--- config.mk ---
export PLATFORM = sky130hd
export DESIGN_NAME = mem_access_unit
export DESIGN_NICKNAME = d
export VERILOG_FILES = /design/src/rtl/mem_access_unit.sv
export SDC_FILE = /design/constraint.sdc
export NUM_CORES = 1
export LEC_CHECK = 0
export CAP_MARGIN = 20
export CORE_ASPECT_RATIO = 1.1
export CORE_UTILIZATION = 45
export CTS_BUF_LIST = sky130_fd_sc_hd__clkbuf_16
export DETAILED_ROUTE_END_ITERATION = 8
export HOLD_SLACK_MARGIN = 0.15
export PLACE_DENSITY = 0.81
export SLEW_MARGIN = 20
export SYNTH_ARGS = -nofsm -noshare
export SYNTH_HDL_FRONTEND = slang
export SYNTH_SLANG_ARGS = --single-unit
--- constraint.sdc ---
create_clock -name clk -period 4.9 [get_ports clk]
set_input_delay 1.47 -clock clk [delete_from_list [all_inputs] [get_ports clk]]
set_output_delay 1.47 -clock clk [all_outputs]
set_load 0.05 [all_outputs]
--- src/rtl/mem_access_unit.sv ---
// Load/store sequencer between a core request port and a single-port synchronous RAM.
// Optional build macro MEM_ACCESS_MISALIGN_TRAP_EN turns misaligned half/word accesses into errors.
`ifndef API_DATA_WIDTH
`define API_DATA_WIDTH 32
`endif
`ifndef API_ADDR_WIDTH
`define API_ADDR_WIDTH 30
`endif

module mem_access_unit #(
    parameter int unsigned RD_LATENCY = 1
) (
    input  logic                       clk,
    input  logic                       reset_n,
    input  logic                       req_valid_i,
    output logic                       req_ready_o,
    input  logic                       req_we_i,
    input  logic [1:0]                 req_size_i,
    input  logic                       req_unsigned_i,
    input  logic [31:0]                req_addr_i,
    input  logic [`API_DATA_WIDTH-1:0] req_wdata_i,
    output logic                       resp_valid_o,
    output logic [`API_DATA_WIDTH-1:0] resp_rdata_o,
    output logic                       resp_err_o,
    output logic                       mem_en_n_o,
    output logic [`API_ADDR_WIDTH-1:0] mem_addr_o,
    output logic [`API_DATA_WIDTH-1:0] mem_wdata_o,
    output logic [3:0]                 mem_wr_mask_o,
    input  logic [`API_DATA_WIDTH-1:0] mem_rdata_i
);
    localparam int unsigned DW = `API_DATA_WIDTH;
    localparam logic [2:0] LastCnt = 3'(RD_LATENCY - 1);

    typedef enum logic [1:0] {StIdle, StAccess, StWait, StResp} state_e;

    state_e                     state_q, state_d;
    logic [2:0]                 cnt_q, cnt_d;
    logic                       we_q, unsigned_q, err_q;
    logic [1:0]                 size_q, offset_q;
    logic [`API_ADDR_WIDTH-1:0] addr_q;
    logic [DW-1:0]              wdata_q, rdata_q;
    logic [3:0]                 mask_q;

    logic          accept, misalign, req_err, last_wait;
    logic [3:0]    store_mask;
    logic [DW-1:0] store_data, load_data;
    logic [7:0]    load_byte;
    logic [15:0]   load_half;

    assign accept    = (state_q == StIdle) && req_valid_i;
    assign last_wait = (state_q == StWait) && (cnt_q == LastCnt);
    assign req_err   = (req_size_i == 2'b11) || misalign;

    always_comb begin
        misalign = 1'b0;
`ifdef MEM_ACCESS_MISALIGN_TRAP_EN
        misalign = ((req_size_i == 2'b01) && req_addr_i[0]) ||
                   ((req_size_i == 2'b10) && (req_addr_i[1:0] != 2'b00));
`endif
    end

    // Mask and lane selection use only the offset bits meaningful for the size,
    // so misaligned low bits are ignored when not trapping.
    always_comb begin
        store_mask = 4'b0000;
        store_data = req_wdata_i;
        case (req_size_i)
            2'b00: begin
                store_mask = 4'b0001 << req_addr_i[1:0];
                store_data = {(DW/8){req_wdata_i[7:0]}};
            end
            2'b01: begin
                store_mask = req_addr_i[1] ? 4'b1100 : 4'b0011;
                store_data = {(DW/16){req_wdata_i[15:0]}};
            end
            2'b10:   store_mask = 4'b1111;
            default: store_mask = 4'b0000;
        endcase
    end

    assign load_byte = 8'(mem_rdata_i >> {offset_q, 3'b000});
    assign load_half = 16'(mem_rdata_i >> {offset_q[1], 4'b0000});

    always_comb begin
        load_data = mem_rdata_i;
        case (size_q)
            2'b00: load_data = unsigned_q ? {{(DW-8){1'b0}}, load_byte}
                                          : {{(DW-8){load_byte[7]}}, load_byte};
            2'b01: load_data = unsigned_q ? {{(DW-16){1'b0}}, load_half}
                                          : {{(DW-16){load_half[15]}}, load_half};
            default: load_data = mem_rdata_i;
        endcase
    end

    always_ff @(posedge clk or negedge reset_n) begin
        if (!reset_n) begin
            state_q <= StIdle;
            cnt_q   <= 3'd0;
        end else begin
            state_q <= state_d;
            cnt_q   <= cnt_d;
        end
    end

    always_comb begin
        state_d      = state_q;
        cnt_d        = cnt_q;
        req_ready_o  = 1'b0;
        mem_en_n_o   = 1'b1;
        resp_valid_o = 1'b0;
        resp_err_o   = 1'b0;
        unique case (state_q)
            StIdle: begin
                req_ready_o = 1'b1;
                if (req_valid_i) state_d = req_err ? StResp : StAccess;
            end
            StAccess: begin
                mem_en_n_o = 1'b0;
                state_d    = we_q ? StResp : StWait;
            end
            StWait: begin
                if (last_wait) begin
                    state_d = StResp;
                    cnt_d   = 3'd0;
                end else begin
                    cnt_d = cnt_q + 3'd1;
                end
            end
            StResp: begin
                resp_valid_o = 1'b1;
                resp_err_o   = err_q;
                state_d      = StIdle;
            end
            default: state_d = StIdle;
        endcase
    end

    always_ff @(posedge clk or negedge reset_n) begin
        if (!reset_n) begin
            we_q       <= 1'b0;
            unsigned_q <= 1'b0;
            err_q      <= 1'b0;
            size_q     <= 2'b00;
            offset_q   <= 2'b00;
            addr_q     <= '0;
            wdata_q    <= '0;
            rdata_q    <= '0;
            mask_q     <= 4'b0000;
        end else begin
            if (accept) begin
                we_q       <= req_we_i;
                unsigned_q <= req_unsigned_i;
                err_q      <= req_err;
                size_q     <= req_size_i;
                offset_q   <= req_addr_i[1:0];
                addr_q     <= req_addr_i[`API_ADDR_WIDTH+1:2];
                wdata_q    <= store_data;
                mask_q     <= (req_we_i && !req_err) ? store_mask : 4'b0000;
                rdata_q    <= '0;
            end
            if (last_wait) rdata_q <= load_data;
            // Response data is only non-zero while the response is presented.
            if (state_q == StResp) begin
                rdata_q <= '0;
                err_q   <= 1'b0;
            end
        end
    end

    assign mem_addr_o    = addr_q;
    assign mem_wdata_o   = wdata_q;
    assign mem_wr_mask_o = mask_q;
    assign resp_rdata_o  = rdata_q;

endmodule

Yosys cells after proc, flatten, opt, wreduce, memory -nomap -nowiden
Cells that the tools add are included.
Widths: inputs -> output; s select.
{ "classes": {"addsub": 1, "shifts": 3, "n_reduce_logical": 11, "n_eq_ne": 9, "mux": 22} }
{ "op_table": {"columns": ["op", "count"], "rows": [
  ["$mux 32", 5],
  ["$pmux 32 s2", 2],
  ["$shr 32x5->16", 1],
  ["$shr 32x5->8", 1],
  ["$pmux 4 s3", 1],
  ["$eq 2x2->1 const B", 4],
  ["$mux 4", 2],
  ["$pmux 2 s4", 1],
  ["$mux 1", 7],
  ["$eq 2x1->1 const B", 3],
  ["$logic_not 2->1", 3],
  ["$mux 2", 3],
  ["$ne 2x2->1 const B", 2],
  ["$shl 1x2->4 const A", 1],
  ["$add 3x1->3 const B", 1],
  ["$logic_and 1x1->1", 3],
  ["$logic_not 3->1", 1],
  ["$mux 3", 1],
  ["$reduce_bool 3->1", 1],
  ["$reduce_and 2->1", 1],
  ["$reduce_bool 2->1", 1],
  ["$logic_not 1->1", 1]
]} }
{ "totals": {"in_bits": 103, "word_cells": 57, "regBits": 110, "out_inout_bits": 102} }

Depth between registers and ports, before layout
{ "depth": {"depth_word": 5, "depth_mapped": 8, "ltp_nobuf": 6} }

Worst setup path after synthesis
OpenSTA, ideal clock, no wires.
{ "synth_path": {"kind": "register -> output", "from": "register state_q[1]", "to": "output resp_err_o", "path_stages_with_launch": 3, "slack_ps": 1980, "arrival_ps": 1450, "n_path_buf": 0, "required_ps": 3430, "cell_sequence": "dfrtp_1 > ha_1 > and2_1"} }
{ "synth_via": {"elab_chain_len": 2} }
{ "synth_rtl": {"columns": ["item", "line", "text"], "rows": [
  ["start: declaration", "36", "state_e state_q, state_d;"],
  ["start signal: assignment", "97", "state_q <= StIdle;"],
  ["start signal: assignment", "100", "state_q <= state_d;"],
  ["$eq 2x2->1", "112", "unique case (state_q)"],
  ["$mux 1", "112", null],
  ["end: declaration", "24", "output logic resp_err_o,"]
]} }
No other way between the ends.

Final worst setup path
Ends and elaborated chain as after synthesis.

==> out/metrics.yaml <==
status: "completed"
yosys_warnings: 0
die_y_um: 114
synth_top_flop_cell: "dfrtp_1"
final_util_pct: 68.9
rows: 40
regToRegSetupSlack_ps: 2200
cp_cell_sequence: "ha_1 -> and2_1 -> clkdlybuf4s50_1"
clock_latency_ps: 340
total_power_mw: 5.54
dpl.hpwl_um: 10300
viasPerCell: 5.41
p_leak_nw: 3.22
ys_ff_latch: 110
clk_path_buf_depth: 2
antenna_found_initial: 0
core_um2: 11000
clkSinkCount: 110
hp-class: "register to register"
required_ps: 3430
arrival_ps: 2080
slew_headroom_pct: 30.8
ir_worst_vdd_mv: 0.390
grt_pass1_vias: 4433
end_kind: "primary output"
avgSynthCellArea_um2: 11.3
cts_tree: "yes"
synth_cell_types: 36
wl_per_cell_um: 17.6
p_clk_share_pct: 12.7
grt_start_max_net_pins: 65
finalCriticalPeriod_ps: 3550
cts_hold_buf: 0
grt_overflow: 0
fmax_mhz: 282
cts_buffers: 9
cts_resized: 0
worst_setup_path_start_kind: "register"
die-area_um2: 11800
nets: 752
rsz0062_at_grt: "false"
area.growth.synth_to_final_pct: 47.9
async_flop_share_pct: 100
netlist_instances: 452
maxCapViolations: 0
num_vias: 4284
cts_setup_buffers: 0
final_max_slew_viol_count: 0
dp_cells: 778
path_max_fanout: 6
finalCritPeriodShare_pct: 72.5
setup_violations: 0
fin_tns_setup_ps: 0
ios: 205
swShare_pct: 48.1
holdWs_ps: 483
synth_edf_count: 0
cts_max_level: 3
cp_num_buf_inv: 1
slowest_stage: "clkdlybuf4s50_1"
finalClockSkew_ps: 5.78
cp_top_family: "buffers and inverters"
io_buffers: 204
diodes: 0
fin_cells: 792
routabilityCongestion: 0.872
tightest_slew_ps: 1040
seq_area_frac_synth_pct: 53.9
clkTransAtPathRegs_ps: 70
critPathKind: "register to primary output"
p_per_area_nw_per_um2: 733
drc_errors: 0
drt_pass1_iterations: 4
p_switching_mw: 2.66
die_w_um: 104
hold_violations: 0
grt_pass1_wl_um: 22800
cpPeakStageDelay_ps: 800
intPower_mw: 2.87
root_buffer: "clkbuf_16"
power_frac_comb_pct: 58.2
layout-drive-gt1-share_pct: 11.8
track_usage_pct: 24.7
initial_utilization_pct: 46.6
wirelength_um: 13900
ant_nets: 0
drt_iter0_drc: 172
syn_nets: 562
synth_area_um2: 5110
seqPwrFrac_pct: 29.1
## tightest hold or removal path: cells and delay by family (launching register included)
family	cells	cell delay (ps)
DFF	1	340
AOI/OAI and AO/OA	1	60
and+or+nand+nor	1	50
## logic make-up (layout without fill, tap and decap cells)
family	count (synthesis)	in the layout	share of synthesized area [%]
compound gates	113	113	14.4
fa+ha+maj	7	7	1.71
buf+inv	41	234	3.26
flops	110	110	53.9
mux	82	82	17.3
simple gates	99	99	9.41
## state kept, by name (all words and copies together), names as in the netlist
name           flops
mem_wr_mask_o      4
err_q              1
mem_addr_o        30
we_q               1
resp_rdata_o      32
cnt_q              3
size_q             2
state_q            2
mem_wdata_o       32
offset_q           2
unsigned_q         1
## worst paths after layout
check                                             from                      endpoint  depth (start not counted)
setup reg to reg                state_q[0]$_DFFE_PN0P_  resp_rdata_o[16]$_DFFE_PN0P_                          5
setup / recovery                state_q[1]$_DFFE_PN0P_                    resp_err_o                          3
hold / removal             mem_wdata_o[13]$_DFFE_PN0P_   mem_wdata_o[13]$_DFFE_PN0P_                          2
min in group asynchronous                      reset_n   resp_rdata_o[1]$_DFFE_PN0P_                          1
hold reg to reg            mem_wdata_o[13]$_DFFE_PN0P_   mem_wdata_o[13]$_DFFE_PN0P_                          2
max in group asynchronous                      reset_n    mem_addr_o[23]$_DFFE_PN0P_                          2
## through the flow
| stage | cell area [um^2] | setup WS (ps) |
|---|---|---|
| 2_1_floorplan | 5110 | 1980 |
| 3_3_place_gp | 7270 | 1530 |
| 3_5_place_dp | 7270 | 1430 |
| 4_1_cts | 7550 | 1340 |
| 5_1_grt | 7560 | 1280 |
| 6_report | 7560 | 1350 |
## layout make-up
cell class,instances,area (um^2)
clock buffers,9,225
clock inverters,5,53.8
flip-flops and latches,110,2750
inverters,9,33.8
multi-input cells,301,2210
well taps,147,184
fillers,809,3400
repair buffers,211,2090
## power by group through the flow
stage | Sequential, mW | Combinational [mW] | Clock [mW]
after CTS | 1.61 | 3.24 | 0.718
after detailed placement | 1.62 | 3.23 | 0
final | 1.61 | 3.22 | 0.705
after global routing | 1.67 | 3.38 | 0.755
after global placement | 1.60 | 3.18 | 0
after floorplan | 2.75 | 0.980 | 0
## synthesized netlist by cell type, drive strengths merged, types with 8 or more instances
| library cell | number | area share, % |
|---|---|---|
| a21oi | 22 | 2.2 |
| mux2 | 50 | 11 |
| nor2 | 16 | 1.2 |
| nor2b | 11 | 1.3 |
| a221o | 16 | 3.1 |
| o21ai | 57 | 5.6 |
| mux2i | 32 | 6.3 |
| nand2 | 42 | 3.1 |
| dfrtp | 110 | 54 |
| inv | 9 | 0.66 |
| nand2b | 19 | 2.3 |
| a32o | 8 | 1.6 |
| clkbuf | 26 | 1.9 |
## layout by cell type (no fill, tap or decap), types with 2 or more instances in the layout
cell type | netlist | routed
clkdlybuf4s50_1 | 0 | 203
dfrtp_1 | 110 | 110
o21ai_0 | 56 | 56
mux2_2 | 50 | 50
nand2_1 | 42 | 41
mux2i_1 | 32 | 32
a21oi_1 | 22 | 22
nand2b_1 | 19 | 19
nor2_1 | 16 | 16
a221o_1 | 16 | 16
nor2b_1 | 11 | 11
inv_1 | 9 | 10
clkbuf_16 | 0 | 9
a32o_1 | 8 | 8
buf_4 | 1 | 8
ha_1 | 7 | 7
and2_1 | 3 | 2
a221oi_1 | 2 | 2
nand3_1 | 2 | 2
## metal layers
metal / vias up / routed length (um) / track usage, %
li1: 1987 / - / -
met1: 2079 / 5660 / 29.0
met2: 192 / 6750 / 42.2
met3: 26 / 1130 / 6.91
met4: 0 / 382 / 11.4
met5: - / 0 / 0
Power figures use the tool's default switching activity.
